## src/rtl/if_de_stage_pkg.sv

```systemverilog
// if_de_stage_pkg: flow-control codes, statistics width and flow decoding shared by the pipeline boundary
package if_de_stage_pkg;
  localparam int FLOW_WIDTH = 2;
  localparam logic [FLOW_WIDTH-1:0] FLOW_WORK    = 2'd0;
  localparam logic [FLOW_WIDTH-1:0] FLOW_STOP    = 2'd1;
  localparam logic [FLOW_WIDTH-1:0] FLOW_REFRESH = 2'd2;
  localparam int STAT_CNT_W = 16;
  // unlisted codes are treated as REFRESH so a corrupt command flushes rather than leaks state
  function automatic logic [FLOW_WIDTH-1:0] flow_norm(input logic [FLOW_WIDTH-1:0] f);
    return (f == FLOW_WORK || f == FLOW_STOP) ? f : FLOW_REFRESH;
  endfunction
endpackage

```

## src/rtl/if_de_stage_sat_counter.sv

```systemverilog
// if_de_stage_sat_counter: saturating up-counter with synchronous clear taking priority over increment
// Ports: clk, rst_n (async active-low), inc (count one), clr (zero next edge), cnt (current value)
module if_de_stage_sat_counter #(
  parameter int CNT_W = 16
) (
  input  logic             clk,
  input  logic             rst_n,
  input  logic             inc,
  input  logic             clr,
  output logic [CNT_W-1:0] cnt
);
  always_ff @(posedge clk or negedge rst_n)
    if (!rst_n) cnt <= '0;
    else if (clr) cnt <= '0;
    else if (inc && !(&cnt)) cnt <= cnt + 1'b1;
endmodule

```

## src/rtl/if_de_stage.sv

```systemverilog
// if_de_stage: pipeline boundary register with WORK/STOP/REFRESH flow control, late-data capture and stall/flush statistics
// Ports: clk, rst_n (async active-low); flow_i boundary command; valid_i/ctrl_i registered payload;
//        sdata_i late payload; cnt_clr_i clears counters; valid_o/ctrl_o/sdata_o downstream payload;
//        stall_cnt_o cycles in STOP; flush_cnt_o valid slots killed by REFRESH
module if_de_stage
  import if_de_stage_pkg::*;
#(
  parameter int CTRL_W    = 64,
  parameter int SDATA_W   = 32,
  parameter int SYNC_DATA = 1,
  parameter int CNT_W     = STAT_CNT_W
) (
  input  logic                  clk,
  input  logic                  rst_n,
  input  logic [FLOW_WIDTH-1:0] flow_i,
  input  logic                  valid_i,
  input  logic [CTRL_W-1:0]     ctrl_i,
  input  logic [SDATA_W-1:0]    sdata_i,
  input  logic                  cnt_clr_i,
  output logic                  valid_o,
  output logic [CTRL_W-1:0]     ctrl_o,
  output logic [SDATA_W-1:0]    sdata_o,
  output logic [CNT_W-1:0]      stall_cnt_o,
  output logic [CNT_W-1:0]      flush_cnt_o
);
  logic [FLOW_WIDTH-1:0] flow;
  logic                  valid_q;
  logic [CTRL_W-1:0]     ctrl_q;
  assign flow    = flow_norm(flow_i);
  assign valid_o = valid_q;
  assign ctrl_o  = ctrl_q;
  always_ff @(posedge clk or negedge rst_n)
    if (!rst_n) begin
      valid_q <= 1'b0;
      ctrl_q  <= '0;
    end else if (flow == FLOW_WORK) begin
      valid_q <= valid_i;
      ctrl_q  <= ctrl_i;
    end else if (flow == FLOW_REFRESH) begin
      valid_q <= 1'b0;
      ctrl_q  <= '0;
    end
  generate
    if (SYNC_DATA != 0) begin : g_sync
      logic [FLOW_WIDTH-1:0] mode_q;
      logic [SDATA_W-1:0]    hold_q;
      // the memory already delays its word by a cycle, so steer it with last cycle's command
      always_comb sdata_o = mode_q == FLOW_WORK ? sdata_i : mode_q == FLOW_STOP ? hold_q : '0;
      always_ff @(posedge clk or negedge rst_n)
        if (!rst_n) begin
          mode_q <= FLOW_REFRESH;
          hold_q <= '0;
        end else begin
          mode_q <= flow;
          hold_q <= sdata_o;
        end
    end else begin : g_reg
      logic [SDATA_W-1:0] sdata_q;
      assign sdata_o = sdata_q;
      always_ff @(posedge clk or negedge rst_n)
        if (!rst_n) sdata_q <= '0;
        else if (flow == FLOW_WORK) sdata_q <= sdata_i;
        else if (flow == FLOW_REFRESH) sdata_q <= '0;
    end
  endgenerate
  if_de_stage_sat_counter #(.CNT_W(CNT_W)) u_stall_cnt (
    .clk  (clk),
    .rst_n(rst_n),
    .inc  (flow == FLOW_STOP),
    .clr  (cnt_clr_i),
    .cnt  (stall_cnt_o)
  );
  if_de_stage_sat_counter #(.CNT_W(CNT_W)) u_flush_cnt (
    .clk  (clk),
    .rst_n(rst_n),
    .inc  (flow == FLOW_REFRESH && valid_q),
    .clr  (cnt_clr_i),
    .cnt  (flush_cnt_o)
  );
endmodule

```

## config.mk

```make
export PLATFORM = sky130hd
export DESIGN_NAME = if_de_stage
export DESIGN_NICKNAME = d
export VERILOG_FILES = /design/src/rtl/if_de_stage_pkg.sv /design/src/rtl/if_de_stage_sat_counter.sv /design/src/rtl/if_de_stage.sv
export SDC_FILE = /design/constraint.sdc
export NUM_CORES = 1
export LEC_CHECK = 0
export CORE_MARGIN = 2
export CORE_UTILIZATION = 39
export DETAILED_ROUTE_END_ITERATION = 10
export GPL_TIMING_DRIVEN = 0
export PLACE_DENSITY = 0.86
export RECOVER_POWER = 25
export SLEW_MARGIN = 20
export SYNTH_ARGS = -nofsm -noshare
export SYNTH_HDL_FRONTEND = slang
export SYNTH_SLANG_ARGS = --single-unit
```

## constraint.sdc

```tcl
create_clock -name clk -period 1.5 [get_ports clk]
set_input_delay 0.15 -clock clk [delete_from_list [all_inputs] [get_ports clk]]
set_output_delay 0.15 -clock clk [all_outputs]
set_load 0.02 [all_outputs]
```

Yosys cells after proc, flatten, opt, wreduce, memory -nomap -nowiden
Index checks and enable logic that the tools add are counted.
{"block": "classes", "add_sub_neg": 2, "mux": 11, "n_reduce_logical": 14, "n_eq_ne": 4}
{"op": "$mux W64", "count": 2}
{"op": "$mux W16", "count": 4}
{"op": "$mux W32", "count": 2}
{"op": "$add A16 B1 Y16 const B", "count": 2}
{"op": "$reduce_and A16 Y1", "count": 2}
{"op": "$eq A2 B1 Y1 const B", "count": 3}
{"op": "$logic_not A2 Y1", "count": 3}
{"op": "$reduce_bool A2 Y1", "count": 3}
{"op": "$logic_and A1 B1 Y1", "count": 3}
{"op": "$eq A2 B2 Y1 const B", "count": 1}
{"op": "$logic_not A1 Y1", "count": 2}
{"op": "$mux W1", "count": 2}
{"op": "$mux W2", "count": 1}
{"op": "$logic_or A1 B1 Y1", "count": 1}
{"block": "word_totals", "in_bits": 102, "output_inout_bits": 129, "reg_bits": 131, "elab_cells": 37}

Depth between registers and ports, before layout
{"block": "logic_depth", "ltp_word": 8, "ltp_mapped": 6, "mapped_depth_nobuf": 5}

By module
From an unflattened synthesis, not the netlist that was laid out.
{"block": "unflattened", "hier_cells": 508, "hier_area_um2": 5864.4}
{"mod": "if_de_stage", "cells_each": 318, "n_inst": 1, "area_per_inst_um2": 4025.1}
{"mod": "if_de_stage_sat_counter", "cells_each": 95, "n_inst": 2, "area_per_inst_um2": 919.6}

Worst setup path before layout
No wires, ideal clock.
{"block": "synth_path", "path_type": "reg-to-reg", "startpoint": "register u_stall_cnt.cnt[7]", "endpoint": "register u_stall_cnt.cnt[13]", "path_stages_with_launch": 6, "n_path_buf": 1, "period_less_slack_ns": 1.749, "setup_slack_ns": -0.249, "arrival_time_ns": 1.671, "required_ns": 1.422, "path_cell_list": "dfrtp_1 -> nand4_2 -> or2_0 -> clkbuf_2 -> or4_1 -> a21oi_1"}
{"block": "synth_between", "elab_chain_len": 4, "word_cells_on_any_way": 7}
{"element": "start, declared", "line_no": "if_de_stage_sat_counter.sv:10", "text": "output logic [CNT_W-1:0] cnt"}
{"element": "start signal, assigned", "line_no": "if_de_stage_sat_counter.sv:15", "text": "else if (inc && !(&cnt)) cnt <= cnt + 1'b1;"}
{"element": "branches (longest 4 deep; another with $add A16 B1 Y16)"}
Several ways; the timed one is not identified. The select of a mux whose other input is x is not followed.
A chain may end at the register's enable or synchronous reset.

Final worst setup path
{"block": "layout_path", "startpoint": "register u_stall_cnt.cnt[14]", "endpoint": "register u_stall_cnt.cnt[0]"}
{"block": "layout_between", "elab_chain_len": 4}
{"element": "$reduce_and A16 Y1", "line_no": "if_de_stage_sat_counter.sv:15"}
{"element": "$logic_not A1 Y1", "line_no": "if_de_stage_sat_counter.sv:15"}
{"element": "$logic_and A1 B1 Y1", "line_no": "if_de_stage_sat_counter.sv:15"}
{"element": "$reduce_bool A2 Y1 (no source line)"}
No other way between the ends.

==> impl_metrics.json <==
{
  "ys_types": 44,
  "finalMaxSlewViolations": 0,
  "die_w_um": 125,
  "fillers": 1092,
  "r2r-start": "u_stall_cnt.cnt[14]",
  "ys_ff_latch": 131,
  "diodes": 0,
  "fin_crit_ns": 1.76,
  "setup_viol": 56,
  "die_height_um": 125,
  "numCtsBuffers": 17,
  "numClockSinks": 131,
  "crit_path_start": "u_stall_cnt.cnt[14]",
  "ant_nets": 0,
  "min_path_type": "input pin to register",
  "place_area_sq_um": 8410,
  "ioPinCount": 231,
  "status": "complete, but fails checks",
  "crit_end": "u_stall_cnt.cnt[0]",
  "regArea_sq_um": 3320,
  "dp_hpwl_um": 11400,
  "post-route-period-util": 1.17,
  "critPathArrivalTime_ns": 2.08,
  "grt_pass1_vias": 5153,
  "final_nets": 936,
  "final.setup_skew_ns": 0.0136,
  "drive_above_1_share": 0.299,
  "grt_first_pass_wirelength_um": 27100,
  "fp-row-count": 44,
  "max_cap_viol_count": 0,
  "drt_wl_total_um": 18200,
  "firstDrtPassIters": 4,
  "multi_input_area_sq_um": 2700,
  "fmax_ghz": 0.568,
  "final_area_sq_um": 9710,
  "cp_max_fo": 5,
  "final_common_cell": "nor2_1",
  "worstSetupPathType": "register to register",
  "reg2regPathDepth": 6,
  "core_area_sq_um": 14400,
  "rsz0062_at_grt": "true",
  "vias": 5334,
  "fin_ws_ns": -0.261,
  "initial_core_util": 0.397,
  "async_flop_share": 1.00,
  "globalplace.congestion": 0.808,
  "path_clk_slew_ns": 0.06,
  "synth-edff-count": 0,
  "timing.rr.end": "u_stall_cnt.cnt[0]",
  "synth_fp_nets": 618,
  "grt_max_degree": 67,
  "cp-end-kind": "register",
  "p_per_area_nw_per_um2": 964,
  "cts_buffer_depth": 2,
  "htree_num_levels": 4,
  "finalPower_mw": 9.36,
  "drc": 0,
  "mappedNetlistArea_sq_um": 5720,
  "antenna_found_initial": 0,
  "avgSynthCellArea_sq_um": 11.1,
  "synthToLayoutAreaGrowth_pct": 69.7,
  "hold_violations": 0,
  "track_usage": 0.217,
  "ir_drop_mv": 0.720,
  "p_leak_nw": 4.76,
  "synth-main-ff-cell": "dfrtp_1",
  "initialDrtViolationCount": 220,
  "final_cell_mix": "nor2_1 (104), dfrtp_1 (101), mux2i_1 (97), clkdlybuf4s50_1 (97), dlygate4sd2_1 (96)",
  "wl_per_cell_um": 17.6,
  "synth_cells": 514,
  "drt-vias-per-instance": 5.18,
  "cp.required_ns": 1.82,
  "tightest_slew_ns": 0.934,
  "port_buffers": 228,
  "yosys_warnings": 0,
  "start_kind": "register",
  "cts_tree": "built",
  "violations": "setup timing",
  "ys_seq_area_frac": 0.573,
  "die-area_sq_um": 15700,
  "clk_latency_ns": 0.42,
  "relSlewSlack": 0.378,
  "grt-ovfl-total": 0,
  "clock-root-buffer": "clkbuf_16",
  "reg2reg_slack_ns": -0.26
}
## Yosys cell counts (2+ instances only)
| cell type | count | area share |
|---|---|---|
| or3_1 | 12 | 0.013 |
| inv_1 | 4 | 0.0026 |
| nor2b_1 | 2 | 0.0022 |
| a21oi_1 | 22 | 0.019 |
| and2_1 | 2 | 0.0022 |
| a31o_2 | 2 | 0.0031 |
| or4_1 | 6 | 0.0079 |
| mux2i_1 | 98 | 0.17 |
| buf_2 | 8 | 0.0070 |
| nor3_1 | 5 | 0.0044 |
| nand3_2 | 2 | 0.0035 |
| and3_1 | 6 | 0.0066 |
| and4_1 | 5 | 0.0076 |
| buf_1 | 7 | 0.0046 |
| nand2b_1 | 5 | 0.0055 |
| o31ai_1 | 7 | 0.0092 |
| mux2_2 | 2 | 0.0039 |
| nand3_1 | 6 | 0.0052 |
| nand2_1 | 11 | 0.0072 |
| nor2_1 | 108 | 0.071 |
| ha_1 | 2 | 0.0044 |
| clkbuf_1 | 14 | 0.0092 |
| nor4_1 | 5 | 0.0055 |
| o21ai_0 | 12 | 0.010 |
| nand4_1 | 10 | 0.011 |
| dfrtp_1 | 130 | 0.57 |
| a31oi_1 | 3 | 0.0033 |
| or3_2 | 2 | 0.0026 |
## final cells by class
class,instances,area share
Multi-Input combinational cell,349,0.278
Timing Repair Buffer,300,0.274
Clock inverter,12,0.0160
Sequential cell,131,0.341
Buffer,28,0.0166
Tap cell,184,0.0237
Clock buffer,20,0.0480
Inverter,5,0.00245
## stage by stage
stage	setup TNS, ns	hold WS, ns	instances	worst slack (ns)	util
after floorplan	-0.820	-0.146	514	-0.103	-
after global placement	-724.02	0.503	926	-5.57	0.581
after detailed placement	-55.03	0.138	927	-0.640	0.583
after CTS	-5.57	0.169	997	-0.197	0.645
after global routing	-12.72	0.173	1029	-0.341	0.673
final	-7.06	0.168	1029	-0.261	0.673
## critical path, stage by stage (launching register included)
cell	delay (ns)
dfrtp_1	0.44
nand4_1	0.17
buf_4	0.19
nor4_4	0.36
buf_2	0.25
o21ai_0	0.10
a21oi_1	0.15
## routing by layer
layer  global-route usage  vias up  routed length (um)
li1                     -     2462                   -
met1                0.271     2581                7480
met2                0.355      244                8930
met3               0.0642       47                1150
met4               0.0843        0                 589
met5                    0        -                   0
## cells by family (layout without fill, tap and decap cells)
kind of cell,Yosys count,after routing,synth area share
buf+inv,35,365,0.0249
compound gates,52,52,0.0564
flops,131,131,0.573
simple gates,192,193,0.163
fa+ha+maj,2,2,0.00437
xor+xnor,2,2,0.00306
mux,100,100,0.175
## power by group
group,switching (mW),internal (mW),total (mW)
combinational,0.659,0.621,1.28
clock,1.56,2.75,4.31
sequential,0.0784,3.70,3.77
total,2.30,7.06,9.36
## sequential cells by signal, indices dropped and copies added (netlist names)
signal	count
g_sync.hold_q	32
valid_o	1
u_stall_cnt.cnt	16
ctrl_o	64
u_flush_cnt.cnt	16
g_sync.mode_q	2
## how the worst min path moves through the flow
stage                         start                to  cells past startpoint
after floorplan               rst_n         ctrl_o[0]                      0
after global placement    ctrl_o[7]         ctrl_o[7]                      2
after detailed placement      rst_n        ctrl_o[44]                      1
after CTS                 flow_i[1]  g_sync.mode_q[1]                      2
after global routing      flow_i[1]  g_sync.mode_q[1]                      2
final                     flow_i[1]  g_sync.mode_q[1]                      2
## repair_timing
action / CTS / global route
pin swaps: 30 / 38
hold endpoints to repair: 65 / 0
resized for setup: 313 / 54
hold buffers: 1 / 0
endpoints found under the setup margin: 205 / 65
buffers inserted: 38 / 32
gates cloned: 1 / 1
Note: power is estimated with default switching activity, not from simulation.
